**config.mk**
```make
export PLATFORM = sky130hd
export DESIGN_NAME = vga_timing_gen
export DESIGN_NICKNAME = d
export VERILOG_FILES = /design/src/rtl/vga_timing_pkg.sv /design/src/rtl/vga_axis_counter.sv /design/src/rtl/vga_timing_gen.sv
export SDC_FILE = /design/constraint.sdc
export NUM_CORES = 1
export LEC_CHECK = 0
export BUFFER_PORTS_ARGS = -buffer_cell sky130_fd_sc_hd__buf_4
export CORE_MARGIN = 2
export CORE_UTILIZATION = 58
export DETAILED_ROUTE_END_ITERATION = 8
export GPL_TIMING_DRIVEN = 0
export PLACE_DENSITY = 0.8
export SLEW_MARGIN = 20
export SYNTH_ARGS = -nofsm -noshare
export SYNTH_HDL_FRONTEND = slang
export SYNTH_HIERARCHICAL = 1
export SYNTH_SLANG_ARGS = --single-unit
```
**constraint.sdc**
```tcl
create_clock -name clk_in -period 2.2 [get_ports clk_in]
set_input_delay 0.22 -clock clk_in [delete_from_list [all_inputs] [get_ports clk_in]]
set_output_delay 0.22 -clock clk_in [all_outputs]
set_load 0.03 [all_outputs]
```
**src/rtl/vga_timing_pkg.sv**
```systemverilog
// Shared raster timing types and default 640x480@60 constants for the VGA
// timing generator and its per-axis counters.
package vga_timing_pkg;

  typedef enum logic [1:0] {ACTIVE, FRONT, SYNC, BACK} phase_t;

  localparam int DEF_H_ACTIVE = 640;
  localparam int DEF_H_FP     = 16;
  localparam int DEF_H_SYNC   = 96;
  localparam int DEF_H_BP     = 48;
  localparam int DEF_V_ACTIVE = 480;
  localparam int DEF_V_FP     = 10;
  localparam int DEF_V_SYNC   = 2;
  localparam int DEF_V_BP     = 33;
  localparam int DEF_CW       = 10;

  function automatic int axis_total(input int active, input int fp, input int sync, input int bp);
    return active + fp + sync + bp;
  endfunction

endpackage

```
**src/rtl/vga_axis_counter.sv**
```systemverilog
// One raster axis: position counter plus ACTIVE/FRONT/SYNC/BACK phase FSM.
// count/phase present the lookahead value the coming edge loads.
module vga_axis_counter #(
  parameter int ACTIVE = vga_timing_pkg::DEF_H_ACTIVE,
  parameter int FP     = vga_timing_pkg::DEF_H_FP,
  parameter int SYNC   = vga_timing_pkg::DEF_H_SYNC,
  parameter int BP     = vga_timing_pkg::DEF_H_BP,
  parameter int CW     = vga_timing_pkg::DEF_CW
) (
  input  logic                   clk_in,
  input  logic                   reset,
  input  logic                   step,
  output logic [CW-1:0]          count,
  output vga_timing_pkg::phase_t phase,
  output logic                   wrap
);

  localparam int TOTAL = vga_timing_pkg::axis_total(ACTIVE, FP, SYNC, BP);
  localparam logic [CW-1:0] END_ACTIVE = CW'(ACTIVE - 1);
  localparam logic [CW-1:0] END_FRONT  = CW'(ACTIVE + FP - 1);
  localparam logic [CW-1:0] END_SYNC   = CW'(ACTIVE + FP + SYNC - 1);
  localparam logic [CW-1:0] END_TOTAL  = CW'(TOTAL - 1);

  if (ACTIVE < 1 || FP < 1 || SYNC < 1 || BP < 1) begin : g_bad_widths
    $error("vga_axis_counter: every region width must be at least 1");
  end
  if (TOTAL >= (1 << CW)) begin : g_bad_cw
    $error("vga_axis_counter: CW too narrow for the axis total");
  end

  logic [CW-1:0]          count_reg, count_next;
  vga_timing_pkg::phase_t phase_reg, phase_next;

  always_comb begin
    wrap       = step && (count_reg == END_TOTAL);
    count_next = count_reg;
    phase_next = phase_reg;
    if (step) begin
      count_next = wrap ? '0 : count_reg + 1'b1;
      unique case (phase_reg)
        vga_timing_pkg::ACTIVE: if (count_reg == END_ACTIVE) phase_next = vga_timing_pkg::FRONT;
        vga_timing_pkg::FRONT:  if (count_reg == END_FRONT)  phase_next = vga_timing_pkg::SYNC;
        vga_timing_pkg::SYNC:   if (count_reg == END_SYNC)   phase_next = vga_timing_pkg::BACK;
        vga_timing_pkg::BACK:   if (wrap)                    phase_next = vga_timing_pkg::ACTIVE;
        default:                                             phase_next = vga_timing_pkg::ACTIVE;
      endcase
    end
  end

  always_ff @(posedge clk_in or negedge reset) begin
    if (!reset) begin
      count_reg <= '0;
      phase_reg <= vga_timing_pkg::ACTIVE;
    end else begin
      count_reg <= count_next;
      phase_reg <= phase_next;
    end
  end

  assign count = count_next;
  assign phase = phase_next;

endmodule

```
**src/rtl/vga_timing_gen.sv**
```systemverilog
// Raster timing generator: two chained axis counters feeding registered
// coordinates, sync, data-enable and line/frame pulses with zero skew.
module vga_timing_gen
  import vga_timing_pkg::*;
#(
  parameter int H_ACTIVE = DEF_H_ACTIVE,
  parameter int H_FP     = DEF_H_FP,
  parameter int H_SYNC   = DEF_H_SYNC,
  parameter int H_BP     = DEF_H_BP,
  parameter int V_ACTIVE = DEF_V_ACTIVE,
  parameter int V_FP     = DEF_V_FP,
  parameter int V_SYNC   = DEF_V_SYNC,
  parameter int V_BP     = DEF_V_BP,
  parameter int SYNC_POL = 0,
  parameter int CW       = DEF_CW
) (
  input  logic          clk_in,
  input  logic          reset,
  output logic          hsync,
  output logic          vsync,
  output logic          de,
  output logic [CW-1:0] pixel_x,
  output logic [CW-1:0] pixel_y,
  output logic          line_start,
  output logic          frame_start
);

  localparam logic SYNC_ON = (SYNC_POL != 0);

  logic          pre_frame_reg;
  logic          h_step, h_wrap, v_wrap;
  logic [CW-1:0] h_count, v_count;
  phase_t        h_phase, v_phase;

  logic          hsync_reg, vsync_reg, de_reg, line_start_reg, frame_start_reg;
  logic [CW-1:0] pixel_x_reg, pixel_y_reg;

  // The first edge after reset only presents (0,0); counting starts after it.
  assign h_step = !pre_frame_reg;

  vga_axis_counter #(.ACTIVE(H_ACTIVE), .FP(H_FP), .SYNC(H_SYNC), .BP(H_BP), .CW(CW)) u_h_axis (
    .clk_in (clk_in),
    .reset  (reset),
    .step   (h_step),
    .count  (h_count),
    .phase  (h_phase),
    .wrap   (h_wrap)
  );

  vga_axis_counter #(.ACTIVE(V_ACTIVE), .FP(V_FP), .SYNC(V_SYNC), .BP(V_BP), .CW(CW)) u_v_axis (
    .clk_in (clk_in),
    .reset  (reset),
    .step   (h_wrap),
    .count  (v_count),
    .phase  (v_phase),
    .wrap   (v_wrap)
  );

  always_ff @(posedge clk_in or negedge reset) begin
    if (!reset) begin
      pre_frame_reg   <= 1'b1;
      pixel_x_reg     <= '0;
      pixel_y_reg     <= '0;
      de_reg          <= 1'b0;
      hsync_reg       <= ~SYNC_ON;
      vsync_reg       <= ~SYNC_ON;
      line_start_reg  <= 1'b0;
      frame_start_reg <= 1'b0;
    end else begin
      pre_frame_reg   <= 1'b0;
      pixel_x_reg     <= h_count;
      pixel_y_reg     <= v_count;
      de_reg          <= (h_phase == ACTIVE) && (v_phase == ACTIVE);
      hsync_reg       <= (h_phase == SYNC) ? SYNC_ON : ~SYNC_ON;
      vsync_reg       <= (v_phase == SYNC) ? SYNC_ON : ~SYNC_ON;
      // Position 0 is reached only by a wrap or by the pre-frame edge.
      line_start_reg  <= pre_frame_reg || h_wrap;
      frame_start_reg <= pre_frame_reg || v_wrap;
    end
  end

  assign hsync       = hsync_reg;
  assign vsync       = vsync_reg;
  assign de          = de_reg;
  assign pixel_x     = pixel_x_reg;
  assign pixel_y     = pixel_y_reg;
  assign line_start  = line_start_reg;
  assign frame_start = frame_start_reg;

endmodule

```
==> flow_summary.toml <==
[floorplanning]
pin_count = 27
cell_row_count = 21
start_util_pct = 61.5
fp.dieH_um = 64.0
fp.dieArea_mm2 = 0.00409
chipWidth_um = 64.0
design.core.area_mm2 = 0.00339

[placed_design]
dp_worst_setup_slack_ps = -224
place.gp.congestion = 0.765
port_buffers = 26
dp_hpwl_mm = 2.42

[sta]
hold_viol_final = 0
tightestPinTransition_ps = 576
count_of_pins_over_their_slew_limit = 0
finalClockSkew_ps = 11.7
hold_ws_ps = 382
setup_slack_ps = 55.2
slew_headroom_pct = 61.6
layout_worst_path_cycle_share_pct = 97.5
max_freq_ghz = 0.466
post-route-min-period_ps = 2140
final-setup-viol-count = 0
rsz0062_at_grt = "true"

[cells_and_area]
insertedDiodeCount = 0
syn_to_final_growth_pct = 22.6
n_fill_cell = 216
finish.net_count = 209
drive_gt1_share_pct = 35.3

[synthesis]
post_synth.cell_area_avg_um2 = 12.7
ys.warnings.count = 6
ys_async_sr_fraction_pct = 100
yosys.cell_count.top_type = "sky130_fd_sc_hd__dfrtp_1"
post_synth_main_area_contributors = "sky130_fd_sc_hd__dfrtp_1 (56%), sky130_fd_sc_hd__dfstp_2 (3.8%), sky130_fd_sc_hd__ha_1 (2.4%)"
part_of_the_yosys_area_used_for_sequential_elements_pct = 60.2
synth_top_area_share_pct = 56.4
synth-edff-count = 0
postSynthNetCount = 170
synth_seq_cells = 50
ys.flop_type = "sky130_fd_sc_hd__dfrtp_1"
post_synth_most_frequent_cells = "sky130_fd_sc_hd__dfrtp_1 (47), sky130_fd_sc_hd__nand2_1 (8), sky130_fd_sc_hd__nor2_1 (8)"
synth_largest_area_cell = "sky130_fd_sc_hd__dfrtp_1"
postSynthCellCount = 164
syn_area_mm2 = 0.00209
post_synth_num_cell_types = 53

[setup_path]
critical_path_arrival_ps = 2480
critical_path_peak_fanout = 4
crit_path_max_incr_delay_ps = 440
timing.critical_path.slowest_stage_cell = "sky130_fd_sc_hd__dfrtp_1"
path_delay_family = "simple AND/OR/NAND/NOR gates"
worstPathRequired_ps = 2530
cp_cell_sequence = "ha_4 > nand4_4 > and3b_2 > nand4_1 > nor3b_2 > a31oi_2 > a311oi_4 > nand2b_4"
setup.worst_path.class = "reg -> reg"
crit_path_start_kind = "register"
worst_setup_path_end_kind = "register"
cp.buffers_inverters = 0

[global_route]
first_global_vias = 1383
grt_antenna_before_repair = 0
global_route_wire_length_before_repair_mm = 6.41
grt_start_max_net_pins = 51
grt_overflow_total = 0
grt_use_total_pct = 21.0

[clock_network]
clock_sink_count = 50
worst_skew_pair.late_latency_ps = 370
cts_tree = "built"
cts-buffers-inserted = 5
clock_tree_root_buffer_cell = "sky130_fd_sc_hd__clkbuf_4"
htree_levels = 2
cts.path.max_buffers = 2
cts.clk_slew.worst_paths_ps = 140

[power]
vdd_ir_drop_max_mv = 0.734
cellLeakagePower_nw = 1.23
power.density_mw_per_mm2 = 881

[detailed_routing]
drc = 0
detail-route-antenna-nets = 0
drt_first_iter_violations = 50
via_per_inst = 5.68
routedWlPerCell_um = 15.4
vias = 1420
postRouteWirelength_mm = 3.84
drt_first_pass_iters = 4

[hold_path]
hp-class = "in -> async"

[run_status]
outcome = "completed"

[run]
maxCapViolations = 0
## layout by cell type (no fill, tap or decap), types with 5 or more instances in the layout
cell                       instances
sky130_fd_sc_hd__buf_4            34
sky130_fd_sc_hd__clkbuf_4          5
sky130_fd_sc_hd__dfrtp_1          47
sky130_fd_sc_hd__inv_1             5
sky130_fd_sc_hd__nand2_1           8
sky130_fd_sc_hd__nand3_1           6
sky130_fd_sc_hd__nand4_1           5
sky130_fd_sc_hd__nor2_1            8
sky130_fd_sc_hd__xnor2_1           5
sky130_fd_sc_hd__xor2_1            5
## kinds of logic (layout without fill, tap and decap cells)
group	after synthesis	count (layout)	share of synthesized area, %
AOI/OAI and AO/OA	20	20	6.30
buffers and inverters	12	52	4.44
other	1	1	0.180
muxes	2	2	1.20
adders and majority gates	4	4	2.40
DFF	50	50	60.2
xor gates and xnor gates	10	10	4.20
and+or+nand+nor	65	65	21.1
## area by class of cell
type	count	area [um^2]	share of cell area [%]
repair buffers	33	250	9.79
plain buffers	6	62.6	2.45
inverters	5	18.8	0.734
flip-flops and latches	50	1250	49.1
multi-input cells	102	806	31.5
clock buffers	5	37.5	1.47
well taps	46	57.6	2.25
clock inverters	3	68.8	2.69
## power by group
group          internal (mW)  total (mW)  switching (mW)
Combinational          0.209       0.492           0.284
Sequential              1.03        1.13          0.0963
Clock                  0.355       0.630           0.275
## per-stage QoR
| step | util (%) | cell area [um^2] | total power [mW] | std cells | setup TNS (ps) |
|---|---|---|---|---|---|
| floorplan | - | 2090 | 1.41 | 164 | 0 |
| global placement | 69.0 | 2340 | 1.55 | 236 | -153 |
| detailed placement | 69.0 | 2340 | 1.58 | 236 | -578 |
| CTS | 74.0 | 2510 | 2.26 | 248 | 0 |
| global route | 75.4 | 2560 | 2.37 | 250 | -106 |
| finish | 75.4 | 2560 | 2.25 | 250 | 0 |
## repair_timing
action | in CTS | in global routing
endpoints found under the setup margin | 3 | 3
pin swaps | 1 | 4
hold endpoints to repair | 47 | 0
setup buffers | 3 | 3
gates resized for setup | 5 | 6
hold buffers | 1 | 0
cloned | 0 | 0
## layer usage
| metal | routed length [um] | track usage, % |
|---|---|---|
| met1 | 1580 | 25.6 |
| met2 | 1920 | 32.9 |
| met3 | 203 | 4.93 |
| met4 | 133 | 14.9 |
| met5 | 0 | 0 |
## worst register-to-register path, cell delays in order, from the launching register on
cell and delay (ps):
sky130_fd_sc_hd__dfrtp_1 440, sky130_fd_sc_hd__ha_4 190, sky130_fd_sc_hd__nand4_4 80, sky130_fd_sc_hd__and3b_2 320, sky130_fd_sc_hd__nand4_1 130, sky130_fd_sc_hd__nor3b_2 300
sky130_fd_sc_hd__a31oi_2 160, sky130_fd_sc_hd__a311oi_4 310, sky130_fd_sc_hd__nand2b_4 190
## final timing paths
kind	from	end	slack (ps)	depth (start not counted)
max in group asynchronous	reset	line_start	1430	2
setup / recovery	u_h_axis/count_reg[1]	vsync	60	8
min in group clk_in	u_h_axis/count_reg[9]	pixel_x[9]	570	1
hold reg to reg	u_h_axis/count_reg[9]	pixel_x[9]	570	1
hold / removal	reset	u_v_axis/count_reg[9]	380	2
setup reg to reg	u_h_axis/count_reg[1]	vsync	60	8
Power figures use the tool's default switching activity.
